===== src/rtl/cpu_bus_master.sv =====
// NES CPU cartridge-bus initiator: free-running M2 with 2A03-style romsel/rw/address/data timing,
// fed from a one-entry request register. Optional IRQ sampling: define CPU_BUS_IRQ_SYNC_EN.
module cpu_bus_master #(
    parameter int          PHI_LO    = 4,
    parameter int          PHI_HI    = 4,
    parameter logic [15:0] IDLE_ADDR = 16'h0000
) (
    input  logic        clk,
    input  logic        reset,
    input  logic        req_valid,
    output logic        req_ready,
    input  logic        req_rw,
    input  logic [15:0] req_addr,
    input  logic [7:0]  req_wdata,
    output logic        rsp_valid,
    output logic        rsp_rw,
    output logic [7:0]  rsp_rdata,
    output logic        m2,
    output logic        romsel,
    output logic        cpu_rw,
    output logic [15:0] cpu_addr,
    output logic [7:0]  cpu_data_out,
    output logic        cpu_data_oe,
    input  logic [7:0]  cpu_data_in,
    input  logic        irq_n,
    output logic        irq_active
);

    localparam int PMAX = (PHI_LO > PHI_HI) ? PHI_LO : PHI_HI;
    localparam int CW   = $clog2(PMAX);
    localparam logic [CW-1:0] LO_LAST = CW'(PHI_LO - 2);
    localparam logic [CW-1:0] HI_LAST = CW'(PHI_HI - 1);

    // Handshake: a request transfers on a clk edge where req_valid & req_ready; the payload
    // must be stable while req_valid is high and req_ready low. rsp_valid is a 1-clk pulse, no backpressure.

    typedef enum logic [1:0] {LO0, LO, HI} phase_t;

    phase_t          state, state_next;
    logic [CW-1:0]   cnt, cnt_next;
    logic            launch, rise, fall;

    logic            hold_full, hold_rw;
    logic [15:0]     hold_addr;
    logic [7:0]      hold_wdata;
    logic            cyc_host, cyc_rw;
    logic            accept;

    assign req_ready = ~hold_full;
    assign accept    = req_valid & ~hold_full;

    always_ff @(posedge clk or posedge reset) begin
        if (reset) begin
            state <= LO0;
            cnt   <= '0;
        end else begin
            state <= state_next;
            cnt   <= cnt_next;
        end
    end

    always_comb begin
        state_next = state;
        cnt_next   = cnt;
        launch     = 1'b0;
        rise       = 1'b0;
        fall       = 1'b0;
        case (state)
            LO0: begin
                state_next = LO;
                cnt_next   = '0;
                launch     = 1'b1;
            end
            LO: begin
                if (cnt == LO_LAST) begin
                    state_next = HI;
                    cnt_next   = '0;
                    rise       = 1'b1;
                end else begin
                    cnt_next = cnt + CW'(1);
                end
            end
            HI: begin
                if (cnt == HI_LAST) begin
                    state_next = LO0;
                    cnt_next   = '0;
                    fall       = 1'b1;
                end else begin
                    cnt_next = cnt + CW'(1);
                end
            end
            default: begin
                state_next = LO0;
                cnt_next   = '0;
            end
        endcase
    end

    always_ff @(posedge clk or posedge reset) begin
        if (reset) begin
            m2           <= 1'b0;
            romsel       <= 1'b1;
            cpu_rw       <= 1'b1;
            cpu_addr     <= IDLE_ADDR;
            cpu_data_out <= 8'h00;
            cpu_data_oe  <= 1'b0;
            rsp_valid    <= 1'b0;
            rsp_rw       <= 1'b0;
            rsp_rdata    <= 8'h00;
            hold_full    <= 1'b0;
            hold_rw      <= 1'b1;
            hold_addr    <= 16'h0000;
            hold_wdata   <= 8'h00;
            cyc_host     <= 1'b0;
            cyc_rw       <= 1'b1;
        end else begin
            rsp_valid <= 1'b0;

            // Launch point: previous cycle's address/data were held through LO0.
            if (launch) begin
                if (hold_full) begin
                    cpu_addr    <= hold_addr;
                    cpu_rw      <= hold_rw;
                    cpu_data_oe <= ~hold_rw;
                    if (!hold_rw) begin
                        cpu_data_out <= hold_wdata;
                    end
                    cyc_host <= 1'b1;
                    cyc_rw   <= hold_rw;
                end else begin
                    cpu_addr    <= IDLE_ADDR;
                    cpu_rw      <= 1'b1;
                    cpu_data_oe <= 1'b0;
                    cyc_host    <= 1'b0;
                    cyc_rw      <= 1'b1;
                end
            end

            if (rise) begin
                m2     <= 1'b1;
                romsel <= ~cpu_addr[15];
            end

            if (fall) begin
                m2     <= 1'b0;
                romsel <= 1'b1;
                if (cyc_host) begin
                    rsp_valid <= 1'b1;
                    rsp_rw    <= cyc_rw;
                    rsp_rdata <= cyc_rw ? cpu_data_in : 8'h00;
                    cyc_host  <= 1'b0;
                end
            end

            // No bypass: a request taken on a launch edge waits for the next cycle.
            if (launch && hold_full) begin
                hold_full <= 1'b0;
            end else if (accept) begin
                hold_full  <= 1'b1;
                hold_rw    <= req_rw;
                hold_addr  <= req_addr;
                hold_wdata <= req_wdata;
            end
        end
    end

`ifdef CPU_BUS_IRQ_SYNC_EN
    logic [1:0] irq_sync;

    // Sampled only at the M2 falling edge, like the 6502's interrupt poll.
    always_ff @(posedge clk or posedge reset) begin
        if (reset) begin
            irq_sync   <= 2'b11;
            irq_active <= 1'b0;
        end else begin
            irq_sync <= {irq_sync[0], irq_n};
            if (fall) begin
                irq_active <= ~irq_sync[1];
            end
        end
    end
`else
    logic unused_irq_n;
    assign unused_irq_n = irq_n;
    assign irq_active   = 1'b0;
`endif

endmodule


===== config.mk =====
export PLATFORM = sky130hd
export DESIGN_NAME = cpu_bus_master
export DESIGN_NICKNAME = d
export VERILOG_FILES = /design/src/rtl/cpu_bus_master.sv
export SDC_FILE = /design/constraint.sdc
export NUM_CORES = 1
export LEC_CHECK = 0
export ABC_AREA = 1
export CAP_MARGIN = 0
export CORE_MARGIN = 4
export CORE_UTILIZATION = 48
export DETAILED_ROUTE_END_ITERATION = 12
export PLACE_DENSITY = 0.8
export SLEW_MARGIN = 20
export SYNTH_ARGS = -nofsm -noshare
export SYNTH_HDL_FRONTEND = slang
export SYNTH_SLANG_ARGS = --single-unit

===== constraint.sdc =====
create_clock -name clk -period 3.2 [get_ports clk]
set_input_delay 0.96 -clock clk [delete_from_list [all_inputs] [get_ports clk]]
set_output_delay 0.96 -clock clk [all_outputs]
set_load 0.02 [all_outputs]

; ---- After elaboration in Yosys (flattened, before gate mapping)
; Cells that the tools add are included.
[word_totals]
reg_bits = 69
inputBits = 37
out_inout_bits = 40
elab_cells = 63
[op_classes]
add_sub_neg = 1
n_eq_ne = 6
mux = 27
bitwise = 5
n_reduce_logical = 8
[ops]
columns = operator, count
row1 = $mux W1, 19
row2 = $mux W16, 1
row3 = $mux W2, 4
row4 = $mux W8, 1
row5 = $eq A2 B2 Y1 const B, 3
row6 = $pmux W2 S3, 1
row7 = $reduce_and A2 Y1, 3
row8 = $ne A2 B2 Y1 const B, 2
row9 = $not A1 Y1, 4
row10 = $pmux W2 S2, 1
row11 = $reduce_bool A2 Y1, 2
row12 = $reduce_and A3 Y1, 1
row13 = $add A2 B1 Y2 const B, 1
row14 = $eq A2 B1 Y1 const B, 1
row15 = $logic_not A2 Y1, 1
row16 = $and A1 B1 Y1, 1
row17 = $logic_and A1 B1 Y1, 1

; ---- Longest topological paths before layout
; Gate-level depths: netlist (run 1).
[depth]
depth_word = 5
depth_mapped = 7
depth_no_buf = 7

; ---- Least setup slack after synthesis (run 1)
; OpenSTA, ideal clock, no wires.
[synth_path]
path_kind = register to output
start = register hold_full
end = output req_ready
arrival_time_ns = 0.733
t_required_ns = 2.240
slack_ns = 1.507
stages_incl_launch_ff = 3
n_path_buf = 1
path_cell_list = dfrtp_1 > inv_2 > buf_2
[synth_between]
elab_chain_cells = 1
[synth_rtl]
columns = item, line
row1 = start: declaration, 43  ; logic hold_full, hold_rw;
row2 = start signal: assignment, 110  ; hold_full <= 1'b0;
row3 = start signal: assignment, 157  ; hold_full <= 1'b0;
row4 = start signal: assignment, 159  ; hold_full <= 1'b1;
row5 = $not A1 Y1, 49  ; assign req_ready = ~hold_full;
row6 = end: declaration, 11  ; output logic req_ready,
; Every way passes these cells.

==> metrics, run 1 <==
Multi-input gate area=968 µm²; fmax=386 MHz; worst slew pin tran=a little over 0.6 ns; Antenna Nets Post-Route=0; # setup viols final=0; Port Buffer Count=between 70 and 80; Post-Syn Instances=314; Die X=84.9 µm; latest clock arrival within the worst-skew pair=0.32 ns; detailed-placement wirelength estimate=about 4300 µm; WP data required=around 2.2 ns; Total GRT Usage=0.185; register area share after synthesis=0.610; Post-Syn Nets=approximately 360; clk_skew=0.00519 ns; CP top delay family=flip-flops; first-pass detailed-route iteration total=4; Worst-path clk slew=0.07 ns; initial antenna violation count=0; Mapped Area=2840 µm²; Post-synth top cells=nand2_1, dfrtp_1, nand3_1; Die Footprint=7200 µm²; GPL Wtd Cong=0.784; Routed WL=6270 µm; Starting Density=0.506; Top FF cell, synth=dfrtp_1; Max Slew Vio Count=0; core box area=5610 µm²; Pwr Density=757 nW/µm²; 1st-iter DRT viols=137; synth warn=0; vias in the first global route=roughly 2300; Vias=roughly 2200; final core occ=0.685; Max clock buf depth=2; pin count of the biggest net entering global routing=42; hold_buf cts=0; global-route wire length before repair=10600 µm; Yosys reg bits=69; synth-to-layout area growth=35.4%; WP data arrival=1.63 ns; FF+latch area=1730 µm²; # resized after CTS=0; share of the synthesized area in the top cell type=0.582; Die Ht=around 85 µm; critical-path cell list=clkdlybuf4s50_1; worst setup path class=reg -> out; IO Pins=77; count of different cell masters after synthesis=19; leakage power=1.96 nW; TritonCTS Buffers=9; Pwr Total=2.91 mW; setup TNS=0 ns; Avg Cell Area, Syn=9.03 µm²; Root Driver=clkbuf_8; final net count=434; ANT cells=0; Final period util=0.809; DRC viols=0; layout cells sized above 1=0.0962; Max VDD drop=0.383 mV; CTS tree=done; EDFF count, synth=0; critical path endpoint category=output pin; FP Rows=27; total clock sinks=69; RSZ-0062 raised after global routing=false; CP max FO=11; Final Hold Viols=0; fin crit period=2.59 ns; routed length per instance=around 13 µm; status=completed; CTS H-tree lvls=3; Slew headroom=0.595; count leader, synth=nand2_1; CP max-delay cell=dfstp_2; post-CTS setup buffers=0; Vias/cell=a little under 5; top area cells in the synthesized netlist=dfrtp_1, nand2_1, nand3_1; slowest stage delay, CP=around 0.65 ns; async set or reset register ratio after synthesis=1.00; grt ovf=0; CP bufs+invs=1; critical path startpoint category=register; leading area contributor after synthesis=dfrtp_1; worst hold path class=reg -> reg; max cap viols=0; Fillers=459
## per-stage QoR
stage / hold WS (ns) / cell area, µm² / setup WS (ns) / instances
floorplan: 0.442 / 2840 / 0.505 / 314
global placement: 0.450 / 3630 / 0.970 / 451
detailed placement: 0.457 / 3630 / 0.958 / 451
CTS: 0.476 / 3840 / 0.596 / 467
global route: 0.501 / 3840 / 0.573 / 467
finish: 0.472 / 3840 / 0.612 / 467
## worst paths after layout
kind                                            from                           to  slack (ns)  cells after the start
max                               cyc_rw$_DFFE_PP1P_                       cpu_rw        0.61                      1
min in group asynchronous                      reset    hold_wdata[2]$_DFFE_PP0P_        1.03                      2
min                        hold_addr[15]$_DFFE_PP0P_    hold_addr[15]$_DFFE_PP0P_        0.47                      2
max in group asynchronous                      reset           romsel$_DFFE_PP1P_        1.48                      3
min reg2reg                hold_addr[15]$_DFFE_PP0P_    hold_addr[15]$_DFFE_PP0P_        0.47                      2
max reg2reg                     state[1]$_DFFE_PP0P_  cpu_data_out[1]$_DFFE_PP0P_        1.56                      7
## tightest hold or removal path: stages (launching register included)
cell and delay, ns:
dfrtp_1 0.34, nand2_1 0.05, nand2_1 0.04
## report_power, final
part | total, mW | switching [mW] | internal [mW]
clock | 0.731 | 0.308 | 0.423
combinational | 0.866 | 0.452 | 0.414
sequential | 1.31 | 0.167 | 1.14
total | 2.91 | 0.926 | 1.98
## cell type report
class	instances	area share
Multi-Input combinational cell	216	0.252
Clock buffer	13	0.0440
Tap cell	72	0.0235
Clock inverter	3	0.0111
Sequential cell	69	0.451
Inverter	17	0.0166
Timing Repair Buffer	77	0.202
## layout by cell type, fill, tap and decap left out, types with 2 or more instances in the layout
master           instances
inv_2                    4
nand3_1                 27
dfstp_2                  3
buf_4                    2
clkdlybuf4s50_1         74
clkbuf_8                12
inv_1                   13
nor2_1                   3
o21ai_0                  3
nand2_2                  3
o21ai_2                  8
dfrtp_1                 66
ha_1                     7
a21oi_1                  2
nand2_1                160
## metal layers
metal,global-route usage,share of wire,vias to the layer above
li1,-,-,1120
met1,0.226,0.42,1065
met2,0.317,0.52,58
met3,0.0320,0.049,5
met4,0.0892,0.011,0
met5,0,0,-
## state kept, by name, summed over array words and instances (netlist names)
signal,count
hold_wdata,8
cpu_addr,16
cnt,2
state,2
rsp_rw,1
rsp_rdata,8
m2,1
hold_full,1
cpu_data_out,8
cyc_host,1
romsel,1
hold_addr,16
hold_rw,1
cyc_rw,1
cpu_data_oe,1
rsp_valid,1
## kinds of logic after synthesis
kind of cell	after synthesis	synth area share
and+or+nand+nor	195	0.276
DFF	69	0.610
other	1	0.00132
AOI/OAI and AO/OA	13	0.0335
buffers and inverters	29	0.0485
adders and majority gates	7	0.0309
(Power assumes the default switching activity.)
==> run 2, diff against run 1 <==
- clock period: 3.2 -> 2.51 ns (I/O delays scaled with it)
==> run 2 against run 1 <==
Against the previous run:
- worst hold slack worse by 0.0029 ns
- sequential share of layout area is 0.18 points higher
- register-to-register slack worse by 0.67 ns
- sequential power rose by 27%
- critical endpoint unchanged
- sequential cell count unchanged
==> metrics, run 2 (same netlist as run 1, synthesis figures left out) <==
status=completed; Antenna Nets Post-Route=0 (unchanged); slowest stage delay, CP=0.65 ns (about the same); CTS H-tree lvls=3 (unchanged); worst slew pin tran=0.500 ns (-0.107 ns); max cap viols=0 (unchanged); CP top delay family=flip-flops; worst setup path class=reg -> out; worst hold path class=reg -> reg; fmax=420 MHz; Final period util=0.949; Pwr Density=946 nW/µm² (+25%); top flop regs=cpu_addr: 16 flops, hold_addr: 16 flops; synth-to-layout area growth=34.8%; setup TNS=0 ns (unchanged); Total GRT Usage=0.178 (-0.00669); Die Footprint=7200 µm² (unchanged); layout cells sized above 1=0.0987 (+0.00253); CP bufs+invs=1 (unchanged); global-route wire length before repair=10200 µm (-3.4%); Slew headroom=0.666 (+0.0707); core box area=5610 µm² (unchanged); CP max-delay cell=dfstp_2; clk_skew=0.00922 ns (+0.00403 ns); hold_buf cts=0 (unchanged); ANT cells=0 (unchanged); Multi-input gate area=968 µm² (unchanged); leakage power=1.95 nW (-0.22%); RSZ-0062 raised after global routing=false; critical path startpoint category=register; Port Buffer Count=74 (unchanged); FF+latch area=1730 µm² (unchanged); WP data arrival=1.63 ns (about the same); critical path endpoint category=output pin; CTS tree=done; Vias=2241 (-0.31%); latest clock arrival within the worst-skew pair=0.33 ns (about the same); Root Driver=clkbuf_8; Routed WL=6120 µm (-2.5%); CP max FO=11 (unchanged); most frequent cells in the layout=nand2_1, clkdlybuf4s50_1, dfrtp_1; critical-path cell list=clkdlybuf4s50_1; Max VDD drop=0.549 mV (+43%); first-pass detailed-route iteration total=4 (unchanged); Starting Density=0.506 (unchanged); total clock sinks=69 (unchanged); Hold WS=0.469 ns (-0.00291 ns); Fillers=472 (+2.8%); vias in the first global route=2237 (-3.2%); most common cell after layout, fill and taps aside=nand2_1; # resized after CTS=0 (unchanged); Die X=84.9 µm (unchanged); IO Pins=77 (unchanged); Max clock buf depth=2 (unchanged); DRC viols=0 (unchanged); routed length per instance=13.1 µm (-2.5%); Die Ht=84.9 µm (unchanged); Worst-path clk slew=0.07 ns (about the same); # setup viols final=0 (unchanged); detailed-placement wirelength estimate=4140 µm (-2.7%); pin count of the biggest net entering global routing=70 (+67%); final net count=434 (unchanged); TritonCTS Buffers=9 (unchanged); FP Rows=27 (unchanged); Vias/cell=4.80 (-0.31%); grt ovf=0 (unchanged); Final Hold Viols=0 (unchanged); GPL Wtd Cong=0.762 (-2.9%); post-CTS setup buffers=0 (unchanged); 1st-iter DRT viols=120 (-12%); initial antenna violation count=0 (unchanged); WP data required=1.76 ns (-0.48 ns); fin crit period=2.38 ns; Max Slew Vio Count=0 (unchanged)
[run 2: cell types whose count changed in the layout (fill, tap and decap cells not counted), sizes merged]
cell / delta
clkinv: +1
bufinv: -1
[run 2: layout make-up]
| type | count | share of cell area |
|---|---|---|
| clock buffers | 13 | 0.0468 |
| clock inverters | 3 | 0.00458 |
| inverters | 17 | 0.0167 |
| multi-input cells | 216 | 0.253 |
| flip-flops and latches | 69 | 0.452 |
| well taps | 72 | 0.0236 |
| repair buffers | 77 | 0.203 |
[run 2: final timing paths]
kind                                                start                          end  slack (ns)  cells after the start
worst max-delay path                   cyc_rw$_DFFE_PP1P_                       cpu_rw        0.13                      1
worst min-delay path            hold_addr[12]$_DFFE_PP0P_     cpu_addr[12]$_DFFE_PP0P_        0.47                      2
worst max register to register       state[0]$_DFFE_PP0P_  cpu_data_out[6]$_DFFE_PP0P_        0.89                      7
worst min register to register  hold_addr[12]$_DFFE_PP0P_     cpu_addr[12]$_DFFE_PP0P_        0.47                      2
max in group asynchronous                           reset           romsel$_DFFE_PP1P_        1.37                      3
min in group asynchronous                           reset     rsp_rdata[5]$_DFFE_PP0P_        0.79                      3
[run 2: worst reg2reg max path: cells and delay by family (launching register included)]
| family | cells | cell delay (ns) |
|---|---|---|
| buffers and inverters | 2 | 0.35 |
| AND/OR/NAND/NOR | 4 | 0.46 |
| flip-flops | 1 | 0.40 |
| adder cells (fa/ha/maj) | 1 | 0.30 |
[run 2: per-layer routing]
layer,wire (µm),share of wire,vias to the layer above,track usage
met4,154,0.025,0,0.0935
met3,292,0.048,14,0.0262
met2,3070,0.50,63,0.295
met1,2600,0.43,1042,0.227
met5,0,0,-,0
li1,-,-,1122,-
[run 2: power by group]
| group | switching [mW] | internal, mW | total (mW) | leakage [nW] |
|---|---|---|---|---|
| Clock | 0.396 | 0.464 | 0.860 | 0.101 |
| Combinational | 0.570 | 0.528 | 1.10 | 0.987 |
| Sequential | 0.205 | 1.46 | 1.66 | 0.863 |
| Total | 1.17 | 2.45 | 3.62 | 1.95 |
[run 2: per-stage QoR]
stage	instance area, µm²	setup WS (ns)	utilization	total power, mW	instances
floorplan	2840	0.0221	-	2.21	314
global placement	3630	0.492	0.647	2.75	451
detailed placement	3630	0.474	0.647	2.79	451
CTS	3820	0.101	0.682	3.66	467
global route	3820	0.0717	0.682	3.83	467
finish	3820	0.127	0.682	3.62	467
==> run 3, diff against run 2 <==
- CORE_UTILIZATION: 48 -> 46
- PLACE_DENSITY: 0.8 -> 0.77
==> run 3 against run 2 <==
Against the previous run:
- global-route usage up 0.21 points
- worst setup slack better by 0.014 ns
- first-iteration DRC count down 18%
- via count down 2.5%
- count of clock-buffer cells in the layout down 1
- final cell count up 0.43%
- largest cell class unchanged
==> metrics, run 3 (same netlist as run 1, synthesis figures left out) <==
status=completed; total clock sinks=69 (unchanged); detailed-placement wirelength estimate=4170 µm (+0.63%); global-route wire length before repair=10400 µm (+1.9%); Die Ht=86.5 µm (+2.0%); FP Rows=28 (+3.7%); Worst-path clk slew=0.07 ns (about the same); layout cells sized above 1=0.0914 (-0.00736); Placed Cells=455 (+0.89%); Reg2Reg Setup Slack=0.86 ns (-0.03 ns); Setup WS pre-CTS=0.479 ns (+0.00536 ns); Hold Path Sink=hold_wdata[6]$_DFFE_PP0P_; # resized after CTS=0 (unchanged); hold_buf cts=0 (unchanged); critical path startpoint category=register; vias in the first global route=2256 (+0.85%); TritonCTS Buffers=9 (unchanged); worst setup path class=reg -> out; Starting Density=0.476 (-0.0295); # setup viols final=0 (unchanged); Multi-input gate area=968 µm² (unchanged); reg2reg start=state[0]$_DFFE_PP0P_; Max clock buf depth=2 (unchanged); fmax=422 MHz (+0.61%); worst hold path class=reg -> reg; CP top delay family=flip-flops; ANT cells=0 (unchanged); DRC viols=0 (unchanged); routed length per instance=13.0 µm (-0.78%); Hold WS=0.470 ns (+0.00139 ns); Vias/cell=4.66 (-2.9%); Antenna Nets Post-Route=0 (unchanged); latest clock arrival within the worst-skew pair=0.34 ns (about the same); Vias=2185 (-2.5%); top flop regs=cpu_addr: 16 flops, hold_addr: 16 flops; CTS H-tree lvls=3 (unchanged); HP Start=hold_wdata[6]$_DFFE_PP0P_; Total GRT Usage=0.180 (+0.00214); GPL Wtd Cong=0.757 (-0.55%); Pwr Total=3.61 mW (-0.21%); 1st-iter DRT viols=99 (-18%); CTS tree=done; most frequent cells in the layout=nand2_1, clkdlybuf4s50_1, dfrtp_1; critical-path cell list=clkdlybuf4s50_1; max cap viols=0 (unchanged); FF+latch area=1730 µm² (unchanged); most common cell after layout, fill and taps aside=nand2_1; RSZ-0062 raised after global routing=false; Hold Path Stages=2 (unchanged); Reg2Reg Depth=7 (unchanged); Fillers=512 (+8.5%); clk_skew=0.00551 ns (-0.00371 ns); Routed WL=6090 µm (-0.36%); Port Buffer Count=74 (unchanged); post-CTS setup buffers=0 (unchanged); CP max FO=11 (unchanged); post-route insts no fill=469 (+0.43%); reg2reg end=cpu_data_out[7]$_DFFE_PP0P_; Max Slew Vio Count=0 (unchanged); Pwr Density=945 nW/µm² (about the same); final net count=435 (+0.23%); leakage power=1.95 nW (-0.22%); slowest stage delay, CP=0.64 ns (about the same); CP max-delay cell=dfstp_2; Final period util=0.944 (-0.00576); setup TNS=0 ns (unchanged); PnR worst setup slack=0.142 ns (+0.0144 ns); initial antenna violation count=0 (unchanged); WP data arrival=1.62 ns (about the same); critical path endpoint category=output pin; Die X=86.5 µm (+2.0%); Max VDD drop=0.582 mV (+6.1%); WP data required=1.76 ns (about the same); CP bufs+invs=1 (unchanged); core box area=5960 µm² (+6.2%); Final Hold Viols=0 (unchanged); pin count of the biggest net entering global routing=58 (-17%); IO Pins=77 (unchanged); fin crit period=2.37 ns (-0.0144 ns); first-pass detailed-route iteration total=4 (unchanged); synth-to-layout area growth=34.7%; grt ovf=0 (unchanged); Die Footprint=7490 µm² (+3.9%); Root Driver=clkbuf_8
## run 3: changes by cell type in the layout (fill, tap and decap cells not counted)
cell	delta
clkbuf_1	+2
clkinv_2	-1
bufinv_16	+1
clkbuf_8	-3
clkinvlp_4	-1
buf_4	+1
## run 3: power by group
part,switching (mW),internal [mW]
Combinational,0.564,0.528
Clock,0.382,0.474
Sequential,0.205,1.46
Total,1.15,2.46
## run 3: through the flow
step	area, µm²	util
floorplan	2840	-
global placement	3640	0.611
detailed placement	3640	0.611
CTS	3820	0.641
global route	3820	0.641
finish	3820	0.641
## run 3: worst register-to-register path: cells and delay by family, from the launching register on
family | cells | cell delay (ns)
flip-flops | 1 | 0.40
buffers and inverters | 2 | 0.36
adder cells (fa/ha/maj) | 1 | 0.31
AND/OR/NAND/NOR | 4 | 0.48
## run 3: routing by layer
layer / vias to the layer above / wire, µm / global-route usage
met5: - / 0 / 0
met1: 998 / 2640 / 0.225
met3: 17 / 246 / 0.0352
met4: 0 / 200 / 0.105
met2: 52 / 3010 / 0.292
li1: 1118 / - / -
## run 3: how the worst max path moves through the flow
stage	start	to	cells past startpoint
6_report	cyc_rw$_DFFE_PP1P_	cpu_rw	1
5_1_grt	cyc_rw$_DFFE_PP1P_	cpu_rw	1
4_1_cts	cyc_rw$_DFFE_PP1P_	cpu_rw	1
3_5_place_dp	cyc_rw$_DFFE_PP1P_	cpu_rw	1
3_3_place_gp	cyc_rw$_DFFE_PP1P_	cpu_rw	1
2_1_floorplan	reset	cnt[0]$_DFF_PP0_	1
## run 3: final cells by class
cell class,instances,area share
Inverter,17,0.0167
Multi-Input combinational cell,216,0.254
Timing Repair Buffer,78,0.205
Sequential cell,69,0.453
Tap cell,75,0.0246
Clock buffer,12,0.0380
Clock inverter,2,0.00917
